$ cat config.mk
export PLATFORM = sky130hd
export DESIGN_NAME = apb4_completer_mem
export DESIGN_NICKNAME = d
export VERILOG_FILES = /design/src/rtl/apb4_completer_mem.sv
export SDC_FILE = /design/constraint.sdc
export NUM_CORES = 2
export LEC_CHECK = 0
export BUFFER_PORTS_ARGS = -buffer_cell sky130_fd_sc_hd__buf_4
export CORE_UTILIZATION = 25
export DETAILED_ROUTE_END_ITERATION = 10
export HOLD_SLACK_MARGIN = 0.05
export PLACE_DENSITY = 0.47
export SETUP_SLACK_MARGIN = 0.3
export SYNTH_ARGS = -nofsm -noshare
export SYNTH_HDL_FRONTEND = slang
export SYNTH_SLANG_ARGS = --single-unit
$ cat constraint.sdc
create_clock -name PCLK -period 3.3 [get_ports PCLK]
set_input_delay 0.495 -clock PCLK [delete_from_list [all_inputs] [get_ports PCLK]]
set_output_delay 0.495 -clock PCLK [all_outputs]
set_load 0.005 [all_outputs]
$ cat src/rtl/apb4_completer_mem.sv
// APB4 completer backed by a word-addressed register memory, with programmable
// wait states, byte strobes and error responses for out-of-range or misaligned addresses.
module apb4_completer_mem #(
  parameter int DATA_WIDTH  = 32,
  parameter int ADDR_WIDTH  = 32,
  parameter int MEM_DEPTH   = 64,
  parameter int WAIT_CYCLES = 1
) (
  input  logic                    PCLK,
  input  logic                    PRESET,
  input  logic                    PSEL,
  input  logic                    PENABLE,
  input  logic                    PWRITE,
  input  logic [ADDR_WIDTH-1:0]   PADDR,
  input  logic [DATA_WIDTH-1:0]   PWDATA,
  input  logic [DATA_WIDTH/8-1:0] PSTRB,
  input  logic [2:0]              PPROT,
  output logic                    PREADY,
  output logic [DATA_WIDTH-1:0]   PRDATA,
  output logic                    PSLVERR
);

  localparam int STRB_W = DATA_WIDTH / 8;
  localparam int OFFS   = $clog2(STRB_W);
  localparam int IDX_W  = ADDR_WIDTH - 1 - OFFS;
  localparam int MEM_IW = (MEM_DEPTH > 1) ? $clog2(MEM_DEPTH) : 1;
  localparam logic [ADDR_WIDTH-1:0] OFFS_MASK = ADDR_WIDTH'((1 << OFFS) - 1);

  typedef enum logic [1:0] {ST_IDLE, ST_WAIT, ST_RESP} state_t;

  state_t                state;
  logic [3:0]            cnt;
  logic                  lat_write;
  logic [MEM_IW-1:0]     lat_idx;
  logic [DATA_WIDTH-1:0] lat_wdata;
  logic [STRB_W-1:0]     lat_strb;
  logic                  lat_err;
  logic [DATA_WIDTH-1:0] mem [MEM_DEPTH];

  logic [IDX_W-1:0]      addr_idx;
  logic                  addr_err;
  logic [DATA_WIDTH-1:0] setup_rdata;
  logic [DATA_WIDTH-1:0] lat_rdata;
  logic                  unused_bits;

  // The address MSB belongs to the requester's completer select, so it is dropped here.
  assign addr_idx    = PADDR[ADDR_WIDTH-2:OFFS];
  assign addr_err    = (addr_idx >= IDX_W'(MEM_DEPTH)) || ((PADDR & OFFS_MASK) != '0);
  assign setup_rdata = (PWRITE || addr_err) ? '0 : mem[addr_idx[MEM_IW-1:0]];
  assign lat_rdata   = (lat_write || lat_err) ? '0 : mem[lat_idx];
  assign unused_bits = ^{PPROT, PADDR[ADDR_WIDTH-1]};

  always_ff @(posedge PCLK) begin
    if (PRESET) begin
      state     <= ST_IDLE;
      cnt       <= '0;
      PREADY    <= 1'b0;
      PRDATA    <= '0;
      PSLVERR   <= 1'b0;
      lat_write <= 1'b0;
      lat_idx   <= '0;
      lat_wdata <= '0;
      lat_strb  <= '0;
      lat_err   <= 1'b0;
      for (int i = 0; i < MEM_DEPTH; i++) begin
        mem[i] <= '0;
      end
    end else begin
      PREADY  <= 1'b0;
      PRDATA  <= '0;
      PSLVERR <= 1'b0;
      case (state)
        ST_IDLE: begin
          if (PSEL && !PENABLE) begin
            lat_write <= PWRITE;
            lat_idx   <= addr_idx[MEM_IW-1:0];
            lat_wdata <= PWDATA;
            lat_strb  <= PSTRB;
            lat_err   <= addr_err;
            if (WAIT_CYCLES == 0) begin
              state   <= ST_RESP;
              PREADY  <= 1'b1;
              PSLVERR <= addr_err;
              PRDATA  <= setup_rdata;
            end else begin
              state <= ST_WAIT;
              cnt   <= 4'(WAIT_CYCLES - 1);
            end
          end
        end
        ST_WAIT: begin
          if (!PSEL) begin
            state <= ST_IDLE;
          end else if (cnt == '0) begin
            state   <= ST_RESP;
            PREADY  <= 1'b1;
            PSLVERR <= lat_err;
            PRDATA  <= lat_rdata;
          end else begin
            cnt <= cnt - 4'd1;
          end
        end
        ST_RESP: begin
          // Commit only if the requester is still in the access phase as PREADY is seen.
          state <= ST_IDLE;
          if (PSEL && PENABLE && lat_write && !lat_err) begin
            for (int b = 0; b < STRB_W; b++) begin
              if (lat_strb[b]) begin
                mem[lat_idx][b*8 +: 8] <= lat_wdata[b*8 +: 8];
              end
            end
          end
        end
        default: state <= ST_IDLE;
      endcase
    end
  end

endmodule

# After elaboration in Yosys (flattened, before gate mapping)
# Memories as Yosys holds them, arrays and structs flattened. A register that Yosys moved wholly into a read port is not among the register bits.
# Cells that the tools add are included.
[op_classes]
n_addsub = 1
mul = 0
div = 0
n_lt_le_gt_ge = 1
n_eq_ne = 6
shift = 0
muxes = 34
bitwise_logic = 3
reduce_logical = 19
[ops]
columns = ["cell", "count"]
rows = [
  ["2-to-1 mux 32 bit", 1],
  ["nonzero test 32 bit", 1],
  ["OR reduction 32 bit", 1],
  [">= comparator 29 x 7 -> 1 bit, second input constant", 1],
  ["2-to-1 mux 1 bit", 23],
  ["2-to-1 mux 4 bit", 4],
  ["case mux 4 bit (2 select lines)", 1],
  ["2-to-1 mux 2 bit", 3],
  ["2-to-1 mux 6 bit", 1],
  ["inequality test 2 bit, second input constant", 3],
  ["OR reduction 5 bit", 1],
  ["logical AND 1 bit", 4],
  ["logical NOT 4 bit", 1],
  ["case mux 2 bit (2 select lines)", 1],
  ["AND reduction 2 bit", 2],
  ["AND reduction 4 bit", 1],
  ["OR reduction 4 bit", 1],
  ["subtractor 4 x 1 -> 4 bit, second input constant", 1],
  ["inequality test 3 bit, second input constant", 1],
  ["inverter 1 bit", 3],
  ["OR reduction 3 bit", 1],
  ["== test 2 x 1 -> 1 bit, second input constant", 1],
  ["== test 2 bit, second input constant", 1],
  ["logical NOT 1 bit", 2],
  ["3 further kinds", 4],
]
[totals]
ff_bits = 52
latchBits = 0
ramBits = 2048
romBits = 0
inputBits = 76
elab_cells = 74
memories = 1
[mem_list]
columns = ["memory", "words", "word_bits", "read_ports", "rd_clocked_by_memory_dff", "wr", "line", "source"]
rows = [
  ["mem", 64, 32, 1, 1, 64, "38", "logic [DATA_WIDTH-1:0] mem [MEM_DEPTH];"],
]

# Depth between registers and ports, before layout
[depth]
depth_word = 9
depth_mapped = 11
depth_no_buf = 7

# Worst setup path before layout
# No wires, ideal clock.
[synth_path]
kind = "input-to-reg"
startpoint = "in PRESET"
endpoint = "mem mem[0][0] (enable)"
setup_ns = 0.375
arrival_time_ns = 2.155
slack_ns = 0.770
stages = 8
path_buffers = 3
cell_sequence = "buf_2 > nand2b_4 > nor4b_2 > and3_1 > buf_2 > nand2_1 > clkbuf_1 > o21bai_1"
[synth_rtl]
columns = ["element", "line", "source"]
rows = [
  ["from (decl)", "10", "input logic PRESET,"],
  ["to (decl)", "38", ""],
]

==> impl_metrics.tcl <==
set metrics [dict create \
    status "finished, final reports clean" \
    gr-total-overflow 0 \
    fin_nets 7948 \
    postLayoutCellArea_um2 110000 \
    fmax_mhz 327 \
    worstHoldPathCells 5 \
    yosys_register_bits 2132 \
    cp-end-kind "flop" \
    num-fill-cells 37300 \
    period_share 0.927 \
    clk_latency_ns 0.92 \
    tightest_slew_ns 1.34 \
    start_kind "flop" \
    netlist_instances 7546 \
    path_clk_slew_ns 0.07 \
    die_y_um 610 \
    critical_path_arrival_ns 3.65 \
    fin_crit_ns 3.06 \
    layout-drive-gt1-share 0.150 \
    cts_root_buf "clkbuf_16" \
    area.growth.synth_to_final_pct 19.2 \
    cts.sinks 2132 \
    finClkSkew_ns 0.0903 \
    cts_buffers 230 \
    drc_errors 0 \
    ant_nets 0 \
    relSlewSlack 0.107 \
    r2r_cells 6 \
    drt_iter0_drc 10000 \
    fp.dieW_um 610 \
    hold_viol_final 0 \
    ir_drop_uv 453 \
    grt_start_max_net_pins 157 \
    wirelength_um 398000 \
    rr_endpoint "mem[32][1]" \
    stdcell_count 12900 \
    syn_area_um2 92300 \
    dp.cells 12400 \
    die_area_um2 372000 \
    htreeDepth 4 \
    grt_pass1_vias 66400 \
    wl_per_cell_um 30.8 \
    rr_startpoint "lat_idx[5]" \
    p_total_mw 60.9 \
    coreArea_um2 367000 \
    grt_pass1_wl_um 539000 \
    antenna_found_initial 22 \
    via_per_inst 5.36 \
    fp-row-count 222 \
    placed_area_um2 102000 \
    power_density_nw_per_um2 554 \
    crit_fanout 10 \
    drv_slew 0 \
    ys.flop_type "edfxtp_1" \
    rsz0062_at_grt "false" \
    first_pass_iters 8 \
    io_pins 110 \
    synth_edf_count 2048 \
    path_class "reg2reg" \
    synthesis.nets 7624 \
    ys_seq_area_frac 0.685 \
    cts_tree "yes" \
    worst_ep_required_time_ns 3.89 \
    setup_viol 0 \
    start_util 0.252 \
    maxCapViolations 0 \
    synth.distinct_cells 67 \
    synth-async-reset-ratio 0 \
    place_congestion 0.925 \
    rrSetupSlack_ns 0.24 \
    min_from "PENABLE" \
    via_count 69200 \
    yosys_warnings 0 \
    layout.area.seq_um2 63200 \
    clockBufferDepth 3 \
    synth.avg_cell_area_um2 12.2 \
    holdPathEnd "lat_wdata[12]" \
    hpwl_um 272000 \
    hold_path.class "in2reg" \
    leakagePower_nw 34.6 \
    grt_util_all_layers 0.207 \
    multi_input_area_um2 26400 \
    port-buffer-count 105 \
]
==> per-layer routing <==
metal / up-vias / GRT usage / wire, um
li1: 28700 / - / -
met1: 35600 / 0.272 / 158000
met2: 4083 / 0.324 / 181000
met3: 745 / 0.0468 / 39900
met4: 4 / 0.0915 / 19200
met5: - / 0.000258 / 30
==> where the power goes <==
group / switching (mW) / total (mW) / internal, mW
Combinational: 2.83 / 4.11 / 1.28
Clock: 11.4 / 26.0 / 14.6
Sequential: 0.395 / 30.8 / 30.4
==> kinds of logic (layout without fill, tap and decap cells) <==
kind of cell | count (synthesis) | after routing | synth area share
compound gates | 1647 | 1647 | 0.131
xor+xnor | 2 | 2 | 0.000190
fa+ha+maj | 2 | 2 | 0.000271
buf+inv | 670 | 1200 | 0.0324
flops | 2132 | 2132 | 0.685
mux | 208 | 208 | 0.0285
other cells | 0 | 14 | 0
simple gates | 2885 | 2886 | 0.123
==> Yosys cell counts, types with 33 or more instances <==
cell         n  area, um2
a221oi_1   337       2950
nor3_1      35        175
buf_1       36        135
nand2_1    560       2100
a22o_1      53        464
o21bai_1   256       1920
a22oi_1    377       2830
dfxtp_1     84       1680
o21ai_0    121        606
mux4_2      41        923
clkbuf_1   318       1190
o221ai_1    33        289
edfxtp_1  2048      61500
o22ai_1    138        863
a21oi_1    191        956
mux2i_1    136       1360
buf_2      286       1430
nor2_1    2155       8090
==> cell type report <==
cell class,instances,share of cell area
Antenna cell,14,0.000318
Clock buffer,306,0.0565
Multi-Input combinational cell,4745,0.240
Inverter,6,0.000250
Clock inverter,133,0.0116
Sequential cell,2132,0.574
Timing Repair Buffer,755,0.0620
Tap cell,4816,0.0548
==> critical path, cell delays in order, from the launching register on <==
cell      delay (ns)
dfxtp_1         0.55
nor3b_4         0.53
buf_4           0.25
buf_4           0.26
nand2_1         0.49
o21bai_1        0.37
buf_4           0.27
==> how the worst max path moves through the flow <==
| stage | startpoint | end | slack [ns] | cells after the start |
|---|---|---|---|---|
| 2_1_floorplan | PRESET | mem[0][0] | 0.77 | 8 |
| 3_3_place_gp | lat_idx[0] | mem[11][4] | -0.15 | 6 |
| 3_5_place_dp | lat_idx[0] | mem[11][5] | -0.11 | 6 |
| 4_1_cts | lat_idx[0] | mem[13][8] | 0.08 | 6 |
| 5_1_grt | lat_idx[0] | PRDATA[26] | 0.29 | 9 |
| 6_report | lat_idx[5] | mem[32][1] | 0.24 | 6 |
==> placed cells by master (no fill, tap or decap), types with 138 or more instances in the layout <==
cell       netlist  layout
o22ai_1        138     138
o21bai_1       256     248
nand2_1        560     536
a221oi_1       337     337
a22oi_1        377     377
a21oi_1        191     191
buf_4           16     619
clkbuf_16        0     231
edfxtp_1      2048    2048
nor2_1        2155    2150
==> metrics by stage <==
step	utilization	TNS, ns	hold WS (ns)	setup slack (ns)
finish	0.300	0	0.0972	0.240
global route	0.300	0	0.100	0.286
CTS	0.299	0	0.0508	0.0763
detailed placement	0.277	-1.99	0.470	-0.111
global placement	0.277	-4.30	0.467	-0.154
floorplan	-	0	0.445	0.770
==> flip-flops by register name, summed over array words and instances (netlist names) <==
signal / cells
mem: 2048
PRDATA: 32
lat_wdata: 32
lat_idx: 6
cnt: 4
lat_strb: 4
state: 2
PREADY: 1
PSLVERR: 1
lat_err: 1
lat_write: 1
==> repair_timing <==
action                     CTS  global route
pin swaps                    2             0
gates resized for setup     13            29
setup endpoints to repair  347           359
gates cloned                 0             1
setup buffers               11            18
hold buffers                52             1
hold endpoints to repair    42             1
Note: power is estimated with default switching activity, not from simulation.
